`src/rtl/pulse_param_ctrl_if.sv`:
```
// UART-side handshake bundle for pulse_param_ctrl.
//   received        one-cycle strobe, rx_byte valid in that cycle
//   rx_byte         received byte
//   recv_error      one-cycle framing-error strobe
//   is_transmitting UART transmitter busy
//   transmit        one-cycle request to send tx_byte
//   tx_byte         acknowledge byte
// master: the UART side; slave: the command front end.
interface pulse_param_ctrl_if;
  logic       received;
  logic [7:0] rx_byte;
  logic       recv_error;
  logic       is_transmitting;
  logic       transmit;
  logic [7:0] tx_byte;

  modport master (
    output received, rx_byte, recv_error, is_transmitting,
    input  transmit, tx_byte
  );

  modport slave (
    input  received, rx_byte, recv_error, is_transmitting,
    output transmit, tx_byte
  );
endinterface

```
`src/rtl/pulse_param_ctrl.sv`:
```
// Command front end and parameter scheduler for the pump-probe pulse generator.
// Assembles 5-byte frames (D[31:0] LSB first, then control byte C) into a
// shadow register set, commits the whole set atomically on the next
// cycle_start while pending, and returns a checksum acknowledge byte.
//
// Ports:
//   clk          12 MHz system clock
//   reset        asynchronous active-high reset
//   uart         UART handshake bundle (slave modport)
//   cycle_start  pulse-period boundary strobe, synchronous to clk
//   period, p1width, p2width, delay, p2start, sync_up   active timing values
//   pump, pp_on, att_probe, att3, att_pump              active control values
//   pending      shadow set awaits commit
//   cmd_error    one-cycle strobe on an aborted or unknown frame
//
// Build option: define PARAM_ACK_EN to include the acknowledge path;
// otherwise transmit and tx_byte are tied to 0.
module pulse_param_ctrl #(
  parameter int unsigned TIMEOUT_CYCLES = 120000
) (
  input  logic                clk,
  input  logic                reset,
  pulse_param_ctrl_if.slave   uart,
  input  logic                cycle_start,
  output logic [31:0]         period,
  output logic [31:0]         p1width,
  output logic [31:0]         p2width,
  output logic [31:0]         delay,
  output logic [31:0]         p2start,
  output logic [31:0]         sync_up,
  output logic                pump,
  output logic                pp_on,
  output logic [7:0]          att_probe,
  output logic [7:0]          att3,
  output logic [7:0]          att_pump,
  output logic                pending,
  output logic                cmd_error
);

  localparam logic [31:0] PeriodRst  = 32'd2000000;
  localparam logic [31:0] P1widthRst = 32'd30;
  localparam logic [31:0] P2widthRst = 32'd30;
  localparam logic [31:0] DelayRst   = 32'd2000;
  localparam logic [31:0] TmoLast    = 32'(TIMEOUT_CYCLES - 1);

  typedef enum logic {StRx, StDecode} state_e;

  state_e      state_q, state_d;
  logic [2:0]  byte_idx_q, byte_idx_d;
  logic [31:0] data_q, data_d;
  logic [7:0]  ctrl_q, ctrl_d;
  logic [31:0] tmo_q, tmo_d;
  logic        abort;
  logic        bad_cmd;
  logic        dec_write;
  logic        commit;
  logic        pending_q, pending_d;
  logic        cmd_error_q;

  // Shadow set
  logic [31:0] sh_period_q, sh_p1width_q, sh_p2width_q, sh_delay_q;
  logic        sh_pump_q, sh_pp_on_q;
  logic [7:0]  sh_att_probe_q, sh_att3_q, sh_att_pump_q;

  // Active set
  logic [31:0] period_q, p1width_q, p2width_q, delay_q, p2start_q, sync_up_q;
  logic        pump_q, pp_on_q;
  logic [7:0]  att_probe_q, att3_q, att_pump_q;

  // Receive FSM and inter-byte timeout
  always_comb begin
    state_d    = state_q;
    byte_idx_d = byte_idx_q;
    data_d     = data_q;
    ctrl_d     = ctrl_q;
    tmo_d      = tmo_q;
    abort      = 1'b0;
    bad_cmd    = 1'b0;
    unique case (state_q)
      StRx: begin
        if (uart.recv_error) begin
          // Abort has priority over a coincident byte, which is dropped.
          abort      = 1'b1;
          byte_idx_d = 3'd0;
          tmo_d      = '0;
        end else if (uart.received) begin
          tmo_d = '0;
          if (byte_idx_q == 3'd4) begin
            ctrl_d     = uart.rx_byte;
            byte_idx_d = 3'd0;
            state_d    = StDecode;
          end else begin
            data_d[{byte_idx_q[1:0], 3'b000} +: 8] = uart.rx_byte;
            byte_idx_d = byte_idx_q + 3'd1;
          end
        end else if (byte_idx_q != 3'd0) begin
          if (tmo_q == TmoLast) begin
            abort      = 1'b1;
            byte_idx_d = 3'd0;
            tmo_d      = '0;
          end else begin
            tmo_d = tmo_q + 32'd1;
          end
        end
      end
      StDecode: begin
        bad_cmd = (ctrl_q > 8'd6);
        state_d = StRx;
      end
    endcase
  end

  assign dec_write = (state_q == StDecode) && (ctrl_q <= 8'd5);
  assign commit    = cycle_start && pending_q;

  // A write in the same cycle as a commit stays pending for the next boundary.
  always_comb begin
    pending_d = pending_q;
    if (commit)    pending_d = 1'b0;
    if (dec_write) pending_d = 1'b1;
  end

  always_ff @(posedge clk or posedge reset) begin
    if (reset) begin
      state_q     <= StRx;
      byte_idx_q  <= 3'd0;
      data_q      <= '0;
      ctrl_q      <= '0;
      tmo_q       <= '0;
      pending_q   <= 1'b0;
      cmd_error_q <= 1'b0;
    end else begin
      state_q     <= state_d;
      byte_idx_q  <= byte_idx_d;
      data_q      <= data_d;
      ctrl_q      <= ctrl_d;
      tmo_q       <= tmo_d;
      pending_q   <= pending_d;
      cmd_error_q <= abort | bad_cmd;
    end
  end

  // Shadow writes
  always_ff @(posedge clk or posedge reset) begin
    if (reset) begin
      sh_period_q    <= PeriodRst;
      sh_p1width_q   <= P1widthRst;
      sh_p2width_q   <= P2widthRst;
      sh_delay_q     <= DelayRst;
      sh_pump_q      <= 1'b1;
      sh_pp_on_q     <= 1'b0;
      sh_att_probe_q <= 8'hFF;
      sh_att3_q      <= 8'hFF;
      sh_att_pump_q  <= 8'h00;
    end else if (dec_write) begin
      case (ctrl_q)
        8'd0: sh_delay_q   <= data_q;
        8'd1: sh_period_q  <= data_q;
        8'd2: sh_p1width_q <= data_q;
        8'd3: sh_p2width_q <= data_q;
        8'd4: sh_pump_q    <= data_q[0];
        8'd5: begin
          sh_att_probe_q <= data_q[7:0];
          sh_att3_q      <= data_q[15:8];
          sh_att_pump_q  <= data_q[23:16];
          sh_pp_on_q     <= data_q[24];
        end
        default: ;
      endcase
    end
  end

  // Atomic commit; derived values come from the shadow set being committed.
  always_ff @(posedge clk or posedge reset) begin
    if (reset) begin
      period_q    <= PeriodRst;
      p1width_q   <= P1widthRst;
      p2width_q   <= P2widthRst;
      delay_q     <= DelayRst;
      p2start_q   <= P1widthRst + DelayRst;
      sync_up_q   <= P1widthRst + DelayRst + P2widthRst;
      pump_q      <= 1'b1;
      pp_on_q     <= 1'b0;
      att_probe_q <= 8'hFF;
      att3_q      <= 8'hFF;
      att_pump_q  <= 8'h00;
    end else if (commit) begin
      period_q    <= sh_period_q;
      p1width_q   <= sh_p1width_q;
      p2width_q   <= sh_p2width_q;
      delay_q     <= sh_delay_q;
      p2start_q   <= sh_p1width_q + sh_delay_q;
      sync_up_q   <= sh_p1width_q + sh_delay_q + sh_p2width_q;
      pump_q      <= sh_pump_q;
      pp_on_q     <= sh_pp_on_q;
      att_probe_q <= sh_att_probe_q;
      att3_q      <= sh_att3_q;
      att_pump_q  <= sh_att_pump_q;
    end
  end

`ifdef PARAM_ACK_EN
  logic [7:0] cs;
  logic       ack_valid_q;
  logic [7:0] tx_byte_q;

  assign cs = data_q[31:24] + data_q[23:16] + data_q[15:8] + data_q[7:0];

  // One-entry holding register; a fresh acknowledge replaces an unsent one.
  always_ff @(posedge clk or posedge reset) begin
    if (reset) begin
      ack_valid_q <= 1'b0;
      tx_byte_q   <= 8'h00;
    end else if (state_q == StDecode) begin
      ack_valid_q <= 1'b1;
      tx_byte_q   <= bad_cmd ? ~cs : cs;
    end else if (uart.transmit) begin
      ack_valid_q <= 1'b0;
    end
  end

  assign uart.transmit = ack_valid_q & ~uart.is_transmitting;
  assign uart.tx_byte  = tx_byte_q;
`else
  logic unused_is_transmitting;
  assign unused_is_transmitting = uart.is_transmitting;
  assign uart.transmit = 1'b0;
  assign uart.tx_byte  = 8'h00;
`endif

  assign period    = period_q;
  assign p1width   = p1width_q;
  assign p2width   = p2width_q;
  assign delay     = delay_q;
  assign p2start   = p2start_q;
  assign sync_up   = sync_up_q;
  assign pump      = pump_q;
  assign pp_on     = pp_on_q;
  assign att_probe = att_probe_q;
  assign att3      = att3_q;
  assign att_pump  = att_pump_q;
  assign pending   = pending_q;
  assign cmd_error = cmd_error_q;

endmodule

```
`src/flat_wrapper.sv`:
```
// flat-port wrapper written by rule: the top's interface ports become plain ports
module pulse_param_ctrl_flat 
#(
  parameter int unsigned TIMEOUT_CYCLES = 120000
)
  (clk, reset, cycle_start, period, p1width, p2width, delay, p2start, sync_up, pump, pp_on, att_probe, att3, att_pump, pending, cmd_error, uart_received, uart_rx_byte, uart_recv_error, uart_is_transmitting, uart_transmit, uart_tx_byte);
  pulse_param_ctrl_if uart_i ();
  input  logic clk;
  input  logic reset;
  input  logic cycle_start;
  output logic [31:0] period;
  output logic [31:0] p1width;
  output logic [31:0] p2width;
  output logic [31:0] delay;
  output logic [31:0] p2start;
  output logic [31:0] sync_up;
  output logic pump;
  output logic pp_on;
  output logic [7:0] att_probe;
  output logic [7:0] att3;
  output logic [7:0] att_pump;
  output logic pending;
  output logic cmd_error;
  input wire logic [$bits(uart_i.received)-1:0] uart_received;
  input wire logic [$bits(uart_i.rx_byte)-1:0] uart_rx_byte;
  input wire logic [$bits(uart_i.recv_error)-1:0] uart_recv_error;
  input wire logic [$bits(uart_i.is_transmitting)-1:0] uart_is_transmitting;
  output wire logic [$bits(uart_i.transmit)-1:0] uart_transmit;
  output wire logic [$bits(uart_i.tx_byte)-1:0] uart_tx_byte;
  assign uart_i.received = uart_received;
  assign uart_i.rx_byte = uart_rx_byte;
  assign uart_i.recv_error = uart_recv_error;
  assign uart_i.is_transmitting = uart_is_transmitting;
  assign uart_transmit = uart_i.transmit;
  assign uart_tx_byte = uart_i.tx_byte;
  pulse_param_ctrl #(.TIMEOUT_CYCLES(TIMEOUT_CYCLES)) u_core (.clk(clk), .reset(reset), .uart(uart_i), .cycle_start(cycle_start), .period(period), .p1width(p1width), .p2width(p2width), .delay(delay), .p2start(p2start), .sync_up(sync_up), .pump(pump), .pp_on(pp_on), .att_probe(att_probe), .att3(att3), .att_pump(att_pump), .pending(pending), .cmd_error(cmd_error));
endmodule
```
`config.mk`:
```
export PLATFORM = sky130hd
export DESIGN_NAME = pulse_param_ctrl_flat
export DESIGN_NICKNAME = d
export VERILOG_FILES = /design/src/rtl/pulse_param_ctrl_if.sv /design/src/rtl/pulse_param_ctrl.sv /design/src/flat_wrapper.sv
export SDC_FILE = /design/constraint.sdc
export NUM_CORES = 1
export LEC_CHECK = 0
export CAP_MARGIN = 20
export CORE_AREA = 3 3 182 184
export CTS_CLUSTER_DIAMETER = 100
export DETAILED_ROUTE_END_ITERATION = 8
export DIE_AREA = 0 0 185 187
export DONT_BUFFER_PORTS = 1
export GPL_TIMING_DRIVEN = 0
export PLACE_DENSITY = 0.93
export SETUP_SLACK_MARGIN = 0.15
export SLEW_MARGIN = 0
export SYNTH_ARGS = -nofsm -noshare
export SYNTH_HDL_FRONTEND = slang
export SYNTH_SLANG_ARGS = --single-unit
```
`constraint.sdc`:
```
create_clock -name clk -period 34.3 [get_ports clk]
set_input_delay 6.86 -clock clk [delete_from_list [all_inputs] [get_ports clk]]
set_output_delay 6.86 -clock clk [all_outputs]
set_load 0.02 [all_outputs]
```
==> results by group <==
Timing
  • Fin crit share: 24.7%
  • Minimum clock period: 8.48 ns
  • Fin. max-slew vios: 0
  • Hold slack: 0.454 ns
  • Setup_tns: 0 ns
  • Final Hold Fails: 0
  • Worst-margin pin slew: 1.01 ns
  • Slew HR: 32.5%
  • RSZ-0062 raised after global routing: false
  • Final setup viols: 0
  • Max Clk Rate: 118 MHz
  • Skew final: 0.0166 ns

Global routing
  • Initial antenna violation count: 0
  • GRT Util Overall: 32.3%
  • Pin count of the biggest net entering global routing: 139
  • Vias in the first global route: 15757
  • GRT overflow: 0
  • First-pass GRT wire length: 87.7 mm

Die
  • Initial Util: 65.2%
  • DIE AREA: 34600 um2
  • Cell row count: 65
  • I/O pins: 243
  • Die Y: 187 um
  • Die width: 185 um
  • Core ar.: 31600 um2

Power and ir drop
  • Tot Pwr: 0.00108 W
  • Pleak: 11.5 nW
  • VDD IR max: 0.0516 mV
  • Pwr dens: 47.6 nW/um2

Layout
  • N_diodes: 0
  • Fin nets: 2154
  • Filler cells: 2050
  • Layout cells sized above 1: 17.2%
  • Layout Utilization: 71.7%
  • Layout area overhead: 10.1%
  • Cell area after layout: 22600 um2

Synthesis
  • Yosys Warn Count: 0
  • Post-Syn Instances: 2009
  • Post-synthesis register bit count: 450
  • Register area share after synthesis: 55.3%
  • Cell Area, Synth: 20600 um2
  • Leading post-synthesis cells by cell area: dfrtp_1 (44%), nand2_1 (13%), dfstp_2 (11%)
  • Top cells by count, synth: nand2_1 (685), dfrtp_1 (362), mux2_2 (173)
  • Commonest register cell after synthesis: dfrtp_1
  • FFs w/ async S/R, synth: 100%
  • Distinct cells, synth: 69
  • Post-synth EDFFs: 0
  • Syn Area/Cell: 10.2 um2
  • Most frequent cell after synthesis: nand2_1
  • Cell taking the most area after synthesis: dfrtp_1
  • Post-synth top area share: 44.1%

Detailed routing
  • Via density: 6.22
  • DR DRC count: 0
  • Routed Antenna Nets: 0
  • DR vias: 15589
  • Wire length per cell: 22.6 um
  • Initial DRC count: 1609
  • Initial DRT Pass Iterations: 5
  • Detailed Route WL: 56.5 mm

Clocking
  • Setup repair bufs after CTS: 0
  • Cts hold-fix bufs: 0
  • Clock Root Buffer: clkbuf_16
  • Clk_lat worst skew: 0.55 ns
  • Clock-pin slew on the worst setup and hold paths: 0.06 ns
  • Num CTS Buffers: 44
  • Sink Count: 450
  • Clock buffer depth: 3
  • Post_cts resized: 0
  • CTS H-tree depth: 2
  • CTS tree: yes

Outcome
  • Status: completed

Critical path
  • Worst-path fanout max: 10
  • Worst path required time: 34.79 ns
  • CP Launch Type: primary input
  • WS Path Type: primary input to flip-flop
  • CP endpoint kind: flip-flop
  • R2R Setup Slk: 29.23 ns
  • Critical Path AT: 8.97 ns

Hold path
  • Hold Crit Class: flip-flop to flip-flop

Placement
  • PortBufs: 0
  • Post-DP HPWL: 40.7 mm
  • Placed Area: 21200 um2
  • GP Congestion: 0.985

Flow run
  • MaxCap Viol Count: 0
[placed cells by master (no fill, tap or decap), drive strengths merged, types with 10 or more instances in the layout]
cell type,instances
nand2,685
dfrtp,362
mux2,173
clkbuf,137
o21ai,101
dfstp,88
ha,71
a21oi,68
nor2,66
xnor2,45
xor2,34
a21o,26
inv,22
nand3,21
nand4,19
buf,19
and3,13
clkinv,12
nor3,11
nor2b,10
[metal layers]
layer  up-vias  part of all wire, %  GRT usage [%]
met2       861                   48           53.0
met5         -                    0              0
met1      7690                   37           40.2
li1       6848                    -              -
met3       190                   10           8.98
met4         0                  5.2           14.0
[critical path, stage by stage]
cell and delay [ns]:
nand2_1 0.32, clkbuf_1 0.81, clkbuf_1 0.70, nand2_1 0.17
nand2_1 0.11
[registers in the layout (all words and copies together), names as in the netlist, 8 cells and up]
signal,cells
u_core.sh_period_q,32
u_core.p2width,32
u_core.att_probe,8
u_core.sh_p1width_q,32
u_core.sh_att_probe_q,8
u_core.sh_att_pump_q,8
u_core.sh_delay_q,32
u_core.att_pump,8
u_core.p2start,32
u_core.ctrl_q,8
u_core.sync_up,32
u_core.sh_att3_q,8
u_core.tmo_q,32
u_core.att3,8
u_core.delay,32
u_core.p1width,32
u_core.sh_p2width_q,32
u_core.data_q,32
u_core.period,32
[cells by family after synthesis]
logic type | synth area share [%]
and+or+nand+nor | 17.3
DFF | 55.3
adders and majority gates | 4.52
other | 0.0182
muxes | 9.52
buffers and inverters | 2.13
xor gates and xnor gates | 3.47
AOI/OAI and AO/OA | 7.70
[report_power, final]
part           switching (W)  leakage, nW  internal (W)  total [W]
Combinational      0.0000265         4.79     0.0000101  0.0000367
Sequential         0.0000161         5.95      0.000539   0.000555
Clock               0.000207        0.716      0.000279   0.000486
[through the flow]
stage	instances	setup WS (ns)
finish	2505	25.82
global route	2505	25.79
CTS	2505	25.90
detailed placement	2423	25.37
global placement	2419	11.28
floorplan	2017	15.04
[worst paths after layout]
check / from / cells after the start / endpoint
min in group asynchronous: reset / 1 / u_core.tmo_q[20]
worst max-delay path: cycle_start / 5 / u_core.att_pump[0]
worst max register to register: u_core.sh_p1width_q[0] / 20 / u_core.sync_up[31]
worst min-delay path: u_core.sh_period_q[7] / 2 / u_core.period[7]
max in group asynchronous: reset / 3 / u_core.p2width[21]
worst min register to register: u_core.sh_period_q[7] / 2 / u_core.period[7]
[final cells by class]
type,instances,area [um2],share of cell area (%)
clock inverter,17,179,0.791
clock buffer,65,1260,5.57
sequential,450,11400,50.2
buffer,87,363,1.60
timing repair buffer,4,87.6,0.387
inverter,20,82.6,0.365
tap,402,503,2.22
multi-input combinational,1460,8780,38.8
No activity file was read; power rests on OpenSTA's default activity.
